==> src/rtl/rr_packet_mux_if.sv <==
// Stream bundle for rr_packet_mux: NUM request lanes in, one tagged packet stream out.
// master is the environment (requesters + sink), slave is the multiplexer.
interface rr_packet_mux_if #(
    parameter int NUM = 4,
    parameter int DW  = 8
);
    logic [NUM-1:0]    in_valid;
    logic [NUM*DW-1:0] in_data;
    logic [NUM-1:0]    in_last;
    logic [NUM-1:0]    in_ready;
    logic              out_valid;
    logic [DW-1:0]     out_data;
    logic              out_last;
    logic [NUM-1:0]    out_src;
    logic              out_ready;

    modport master (
        output in_valid,
        output in_data,
        output in_last,
        output out_ready,
        input  in_ready,
        input  out_valid,
        input  out_data,
        input  out_last,
        input  out_src
    );

    modport slave (
        input  in_valid,
        input  in_data,
        input  in_last,
        input  out_ready,
        output in_ready,
        output out_valid,
        output out_data,
        output out_last,
        output out_src
    );
endinterface

==> src/rtl/rr_packet_mux.sv <==
// Round-robin N:1 packet mux: grant held for a whole in_last-delimited packet,
// winning beat registered into a one-entry output stage.
module rr_packet_mux #(
    parameter int NUM = 4,
    parameter int DW  = 8
) (
    input  logic           clk,
    input  logic           reset_n,
    rr_packet_mux_if.slave bus
);

    typedef enum logic {
        IDLE   = 1'b0,
        LOCKED = 1'b1
    } state_e;

    state_e         state_q, state_d;
    logic [NUM-1:0] prio_q, prio_d;
    logic [NUM-1:0] lock_q, lock_d;

    logic           out_valid_q, out_valid_d;
    logic [DW-1:0]  out_data_q, out_data_d;
    logic           out_last_q, out_last_d;
    logic [NUM-1:0] out_src_q, out_src_d;

    logic [2*NUM-1:0] req_dbl;
    logic [2*NUM-1:0] base_dbl;
    logic [2*NUM-1:0] gnt_dbl;
    logic [NUM-1:0]   rr_gnt;
    logic [NUM-1:0]   gnt;
    logic [NUM-1:0]   gnt_rotl;
    logic [NUM-1:0]   in_ready;
    logic             slot_free;
    logic             in_xfer;
    logic             sel_last;
    logic [DW-1:0]    sel_data;

    // Subtracting the one-hot base from the doubled request isolates the first
    // requester at or above prio; the upper copy handles the wrap.
    assign req_dbl  = {bus.in_valid, bus.in_valid};
    assign base_dbl = {{NUM{1'b0}}, prio_q};
    assign gnt_dbl  = req_dbl & ~(req_dbl - base_dbl);
    assign rr_gnt   = gnt_dbl[NUM-1:0] | gnt_dbl[2*NUM-1:NUM];

    assign gnt       = (state_q == LOCKED) ? lock_q : rr_gnt;
    assign gnt_rotl  = {gnt[NUM-2:0], gnt[NUM-1]};
    assign slot_free = !out_valid_q || bus.out_ready;
    assign in_ready  = gnt & {NUM{slot_free}};
    assign in_xfer   = |(bus.in_valid & in_ready);

    always_comb begin
        sel_data = '0;
        sel_last = 1'b0;
        for (int i = 0; i < NUM; i++) begin
            if (gnt[i]) begin
                sel_data = sel_data | bus.in_data[i*DW +: DW];
                sel_last = sel_last | bus.in_last[i];
            end
        end
    end

    always_comb begin
        state_d = state_q;
        prio_d  = prio_q;
        lock_d  = lock_q;
        unique case (state_q)
            IDLE: begin
                if (in_xfer) begin
                    if (sel_last) begin
                        prio_d = gnt_rotl;
                    end else begin
                        state_d = LOCKED;
                        lock_d  = gnt;
                    end
                end
            end
            LOCKED: begin
                // An idle owner keeps the lock; there is no pre-emption.
                if (in_xfer && sel_last) begin
                    state_d = IDLE;
                    prio_d  = gnt_rotl;
                    lock_d  = '0;
                end
            end
            default: begin
                state_d = IDLE;
                lock_d  = '0;
            end
        endcase
    end

    always_comb begin
        out_valid_d = out_valid_q;
        out_data_d  = out_data_q;
        out_last_d  = out_last_q;
        out_src_d   = out_src_q;
        if (in_xfer) begin
            out_valid_d = 1'b1;
            out_data_d  = sel_data;
            out_last_d  = sel_last;
            out_src_d   = gnt;
        end else if (out_valid_q && bus.out_ready) begin
            out_valid_d = 1'b0;
        end
    end

    always_ff @(posedge clk or negedge reset_n) begin
        if (!reset_n) begin
            state_q     <= IDLE;
            prio_q      <= {{(NUM-1){1'b0}}, 1'b1};
            lock_q      <= '0;
            out_valid_q <= 1'b0;
            out_data_q  <= '0;
            out_last_q  <= 1'b0;
            out_src_q   <= '0;
        end else begin
            state_q     <= state_d;
            prio_q      <= prio_d;
            lock_q      <= lock_d;
            out_valid_q <= out_valid_d;
            out_data_q  <= out_data_d;
            out_last_q  <= out_last_d;
            out_src_q   <= out_src_d;
        end
    end

    assign bus.in_ready  = in_ready;
    assign bus.out_valid = out_valid_q;
    assign bus.out_data  = out_data_q;
    assign bus.out_last  = out_last_q;
    assign bus.out_src   = out_src_q;

endmodule
==> src/flat_wrapper.sv <==
// flat-port wrapper written by rule: the top's interface ports become plain ports
module rr_packet_mux_flat 
#(
    parameter int NUM = 4,
    parameter int DW  = 8
)
  (clk, reset_n, bus_in_valid, bus_in_data, bus_in_last, bus_out_ready, bus_in_ready, bus_out_valid, bus_out_data, bus_out_last, bus_out_src);
  rr_packet_mux_if #(.NUM(NUM), .DW(DW)) bus_i ();
  input  logic clk;
  input  logic reset_n;
  input wire logic [$bits(bus_i.in_valid)-1:0] bus_in_valid;
  input wire logic [$bits(bus_i.in_data)-1:0] bus_in_data;
  input wire logic [$bits(bus_i.in_last)-1:0] bus_in_last;
  input wire logic [$bits(bus_i.out_ready)-1:0] bus_out_ready;
  output wire logic [$bits(bus_i.in_ready)-1:0] bus_in_ready;
  output wire logic [$bits(bus_i.out_valid)-1:0] bus_out_valid;
  output wire logic [$bits(bus_i.out_data)-1:0] bus_out_data;
  output wire logic [$bits(bus_i.out_last)-1:0] bus_out_last;
  output wire logic [$bits(bus_i.out_src)-1:0] bus_out_src;
  assign bus_i.in_valid = bus_in_valid;
  assign bus_i.in_data = bus_in_data;
  assign bus_i.in_last = bus_in_last;
  assign bus_i.out_ready = bus_out_ready;
  assign bus_in_ready = bus_i.in_ready;
  assign bus_out_valid = bus_i.out_valid;
  assign bus_out_data = bus_i.out_data;
  assign bus_out_last = bus_i.out_last;
  assign bus_out_src = bus_i.out_src;
  rr_packet_mux #(.NUM(NUM), .DW(DW)) u_core (.clk(clk), .reset_n(reset_n), .bus(bus_i));
endmodule
==> config.mk <==
export PLATFORM = sky130hd
export DESIGN_NAME = rr_packet_mux_flat
export DESIGN_NICKNAME = d
export VERILOG_FILES = /design/src/rtl/rr_packet_mux_if.sv /design/src/rtl/rr_packet_mux.sv /design/src/flat_wrapper.sv
export SDC_FILE = /design/constraint.sdc
export NUM_CORES = 1
export LEC_CHECK = 0
export ABC_AREA = 1
export CAP_MARGIN = 20
export CORE_MARGIN = 4
export CORE_UTILIZATION = 30
export CTS_CLUSTER_SIZE = 10
export DETAILED_ROUTE_END_ITERATION = 8
export DONT_BUFFER_PORTS = 1
export PLACE_DENSITY = 0.52
export SKIP_LAST_GASP = 1
export SLEW_MARGIN = 20
export SYNTH_ARGS = -nofsm -noshare
export SYNTH_HDL_FRONTEND = slang
export SYNTH_SLANG_ARGS = --single-unit
export TNS_END_PERCENT = 100
==> constraint.sdc <==
create_clock -name clk -period 6.24 [get_ports clk]
set_input_delay 0.624 -clock clk [delete_from_list [all_inputs] [get_ports clk]]
set_output_delay 0.624 -clock clk [all_outputs]
set_load 0.005 [all_outputs]
Yosys cells after proc, flatten, opt, wreduce, memory -nomap -nowiden
Cells that the tools add are included.
{ "classes": {"n_addsub": 1, "eq_ne": 4, "mux": 23, "bitwise_logic": 12, "reduce_logical": 8} }
{ "op_table": {"columns": ["op", "count"], "rows": [
  ["8-bit two-way mux", 4],
  ["4-bit two-way mux", 7],
  ["8-bit OR", 3],
  ["4-bit one-hot mux with 2 select lines", 2],
  ["1-bit two-way mux", 9],
  ["4-bit AND", 2],
  ["8-bit AND", 1],
  ["8-bit NOT", 1],
  ["8-bit by 4-bit subtractor with 8-bit output", 1],
  ["3-bit AND reduction", 2],
  ["2-bit by 1-bit inequality test with 1-bit output (second input constant)", 2],
  ["2-bit inequality test (second input constant)", 2],
  ["4-bit OR", 1],
  ["4-bit OR reduction", 1],
  ["1-bit OR", 3],
  ["1-bit logical AND", 2],
  ["1-bit one-hot mux with 2 select lines", 1],
  ["2-bit nonzero test", 1],
  ["1-bit logical NOT", 1],
  ["1-bit logical OR", 1],
  ["1-bit NOT", 1]
]} }
{ "totals": {"reg_bits": 23, "inputBits": 43, "output_inout_bits": 18, "elab_cells": 55} }

Depth between registers and ports, before layout
{ "logic_depth": {"ltp_word": 15, "mapped_depth": 19, "mapped_depth_nobuf": 18} }

Least setup slack after synthesis
Ideal clock, no wire load.
{ "synth_timing": {"kind": "input-to-output", "start": "in bus_in_valid[0]", "end": "out bus_in_ready[2]", "t_arrival_ns": 1.766, "required_time_ns": 5.616, "slack_ns": 3.850, "stages": 11, "n_path_buf": 1, "cell_sequence": "inv_2 nand2_2 inv_1 fa_1 xnor2_1 nand2_1 nand2_2 nand2_2 buf_6 inv_2 nor2_1"} }
{ "synth_via": {"elab_chain_cells": 6} }
{ "synth_rtl": {"columns": ["element", "line_no", "source"], "rows": [
  ["start: declaration", "flat_wrapper.sv:11", "input wire logic [$bits(bus_i.in_valid)-1:0] bus_in_valid;"],
  ["8-bit by 4-bit subtractor with 8-bit output", "rr_packet_mux.sv:42", "assign gnt_dbl = req_dbl & ~(req_dbl - base_dbl);"],
  ["8-bit NOT", "rr_packet_mux.sv:42", null],
  ["8-bit AND", "rr_packet_mux.sv:42", null],
  ["4-bit OR", "rr_packet_mux.sv:43", "assign rr_gnt = gnt_dbl[NUM-1:0] | gnt_dbl[2*NUM-1:NUM];"],
  ["4-bit two-way mux", "rr_packet_mux.sv:45", "assign gnt = (state_q == LOCKED) ? lock_q : rr_gnt;"],
  ["4-bit AND", "rr_packet_mux.sv:48", "assign in_ready = gnt & {NUM{slot_free}};"],
  ["end: declaration", "flat_wrapper.sv:15", "output wire logic [$bits(bus_i.in_ready)-1:0] bus_in_ready;"]
]} }
Every way passes these cells.

Worst setup path after layout
{ "layout_timing": {"start": "reg u_core.prio_q[0]", "end": "out bus_in_ready[0]"} }
{ "layout_via": {"elab_chain_cells": 6} }
{ "layout_rtl": {"columns": ["element", "line_no", "source"], "rows": [
  ["start: declaration", "rr_packet_mux.sv:18", "logic [NUM-1:0] prio_q, prio_d;"],
  ["start signal: assignment", "rr_packet_mux.sv:110", "prio_q <= {{(NUM-1){1'b0}}, 1'b1};"],
  ["start signal: assignment", "rr_packet_mux.sv:118", "prio_q <= prio_d;"],
  ["8-bit by 4-bit subtractor with 8-bit output", "rr_packet_mux.sv:42", null],
  ["8-bit NOT", "rr_packet_mux.sv:42", null],
  ["8-bit AND", "rr_packet_mux.sv:42", null],
  ["4-bit OR", "rr_packet_mux.sv:43", null],
  ["4-bit two-way mux", "rr_packet_mux.sv:45", null],
  ["4-bit AND", "rr_packet_mux.sv:48", null]
]} }
Every way passes these cells.

==> results.md <==
* Setup crit end kind: output pin
* Total gr overflow at 0
* # hold bufs at CTS at 0
* Die Area at roughly 0.0071 mm²
* Simple-Gate Fraction of Synth Area at 40.76%
* Worst skew pair latency at between 200 and 300 ps
* Length of routed met2 wiring at 1898 µm
* CTS Sinks at 23
* Synth Area in Compound Gates at between 10% and 20%
* Crit path DAT at just over 2000 ps
* Mapped Area at ~0.0017 mm²
* Post-route clock period utilization at 42.74%
* Ys Warns at 0
* CP Class: flip-flop to output pin
* HPWL Detailed at roughly 3100 µm
* WP buf/inv at 2
* Final WL at roughly 4000 µm
* Outcome: complete, no violations
* Pins over their slew limit at 0
* Die width at about 84 µm
* Drt wl/cell at 13.91 µm
* Core area at around 0.0055 mm²
* Mux cell area share after synthesis at 0%
* CTS tree: built
* Max Buffers Root-to-Sink at 2
* Number of I/O port buffers at 0
* Vias post-DR at approximately 1300
* Crit-path max FO at 11
* Highest Clock Rate at around 0.37 GHz
* PostCTS Resize Cnt at 0
* Number of global-route vias before repair at about 1300
* Initial antenna violation count at 0
* H-Tree Depth at 1
* Final setup fails at 0
* Fin cells at approximately 290
* Min-delay worst type: input port to asynchronous set/reset pin
* Max-cap violations at 0
* Clk pin slew, worst setup/hold paths at ~90 ps
* Highest metal used: met4
* Placed insts at roughly 280
* Slew headroom at 71.56%
* DRT antenna net count at 0
* Final min period at roughly 2700 ps
* Ant. Diodes at 0
* Fin util at 32.29%
* Final nets at approximately 260
* Hold Slack at 38.09 ps
* Initial Util at 31.30%
* Final Hold Fails at 0
* Share of cells above drive strength 1 at 26.39%
* XOR/XNOR Fraction of Synth Area at less than 1%
* Static leakage at approximately 0.89 nW
* Vias per Instance at 4.500
* Slowest stage delay, CP at around 560 ps
* Power Density at 466.9 mW/mm²
* Synthesis-to-layout area growth at 3.175%
* Die Span Y at 84.03 µm
* Syn Inst Count at between 200 and 250
* Synth unique cells at 28
* Post-CTS Setup Bufs at 0
* Crit path required time at about 5600 ps
* GPL Wtd Cong at 0.7464
* Setup TNS at 0 ps
* Drc violations at 0
* Synth Net Count at about 270
* Yosys top cell by area: dfrtp_1
* Register area share after synthesis at between 30% and 40%
* Mean Syn Cell Area at ~7.9 µm²
* Area contributors post-synth: dfrtp_1 (32%), nand2_1 (14%), o21ai_2 (6.1%), nand2_4 (5.2%), inv_1 (4.3%)
* GRT Overall Usage at 11.56%
* First-pass GRT wire length at around 6600 µm
* Drt first pass iters at 4
* Largest net degree at the start of global routing at 27
* Top cell type's share of synthesized area at approximately a third
* FP Rows at 27
* Slew at the pin with the worst max-slew slack at roughly 430 ps
* Initial drt markers at between 70 and 80
* CP max stage cell: dfstp_2
* CP Launch Type: flip-flop
* Adder-Cell Fraction of Synth Area at 3.319%
* Met3 routed WL at 187 µm
* Top-Level Pins at 61
* TritonCTS buffer count at 3
* M1 wire length at ~1900 µm
* Critical path cell sequence: nand2_2 -> inv_1 -> fa_1 -> nor2_1 -> o21ai_1 -> nand2_1 -> nand2_1 -> inv_2 -> nor2_1
* Worst Skew at about 0.96 ps
* Largest family of logic cells by synthesized area: simple AND/OR/NAND/NOR gates
* Post-synthesis register bit count at 23
* VDD IR max at ~160 µV
* CTS Root Cell: clkbuf_8
* CP top delay family: simple AND/OR/NAND/NOR gates
* RSZ-0062 raised after global routing: no
==> layout by cell type, fill, tap and decap left out, types with 8 or more instances in the layout <==
master   netlist  layout
nand2_1       64      64
dfrtp_1       22      22
inv_1         20      20
nor2_1        14      14
nand3_1       14      14
nand2_2       12      12
o21ai_2       12      12
inv_2          8       8
nand2_4        8       8
a21oi_1        8       8
==> synthesized netlist by cell type, drive strengths merged <==
master / instances
a21oi: 8
buf: 6
clkbuf: 1
clkinv: 2
dfrtp: 22
dfstp: 1
fa: 1
ha: 3
inv: 30
nand2: 86
nand3: 21
nand4: 5
nor2: 14
o21ai: 18
xnor2: 1
==> where the power goes <==
group          leakage, nW  internal (mW)  switching [mW]
combinational        0.566          0.158           0.308
clock               0.0255         0.0447          0.0512
sequential           0.302          0.211          0.0635
total                0.894          0.413           0.422
==> worst paths after layout <==
kind,start,end,slack [ps],cells past startpoint
max,u_core.prio_q[0]$_DFFE_PN1P_,bus_in_ready[0],3570,9
min in group clk,u_core.lock_q[3]$_DFFE_PN0P_,u_core.lock_q[3]$_DFFE_PN0P_,490,2
min reg2reg,u_core.lock_q[3]$_DFFE_PN0P_,u_core.lock_q[3]$_DFFE_PN0P_,490,2
min,reset_n,u_core.prio_q[3]$_DFFE_PN0P_,40,0
max in group asynchronous,reset_n,u_core.prio_q[0]$_DFFE_PN1P_,6030,0
max reg2reg,u_core.prio_q[0]$_DFFE_PN1P_,u_core.bus.out_src[1]$_DFFE_PN0P_,3800,14
==> cell families (layout without fill, tap and decap cells) <==
family | count (synthesis) | count (layout)
fa+ha+maj | 4 | 4
xor+xnor | 1 | 1
buf+inv | 39 | 36
simple gates | 126 | 126
compound gates | 26 | 26
flops | 23 | 23
==> cell type report <==
| cell class | instances | area [µm²] |
|---|---|---|
| Fill cell | 610 | 3751 |
| Sequential cell | 23 | 576.8 |
| Clock buffer | 3 | 41.29 |
| Inverter | 32 | 127.6 |
| Multi-Input combinational cell | 157 | 948.4 |
| Clock inverter | 1 | 5.005 |
| Tap cell | 72 | 90.09 |
==> flip-flops by register name (all words and copies together) (netlist names) <==
signal,cells
u_core.bus.out_data,8
u_core.bus.out_src,4
u_core.lock_q,4
u_core.prio_q,4
u_core.bus.out_last,1
u_core.bus.out_valid,1
u_core.state_q,1
==> stage by stage <==
| step | instance area (µm²) | power, mW | setup slack [ps] |
|---|---|---|---|
| after floorplan | 1734 | 0.7127 | 3850 |
| after global placement | 1743 | 0.7457 | 3558 |
| after detailed placement | 1743 | 0.7513 | 3513 |
| after CTS | 1789 | 0.8490 | 3525 |
| after global routing | 1789 | 0.9195 | 3330 |
| final | 1789 | 0.8355 | 3573 |
==> routing by layer <==
layer  track usage (%)  up-vias
met5                 0        -
met4             2.632        0
met3             3.554        4
met2             18.79       28
met1             14.95      589
li1                  -      675
Note: power is estimated with default switching activity, not from simulation.
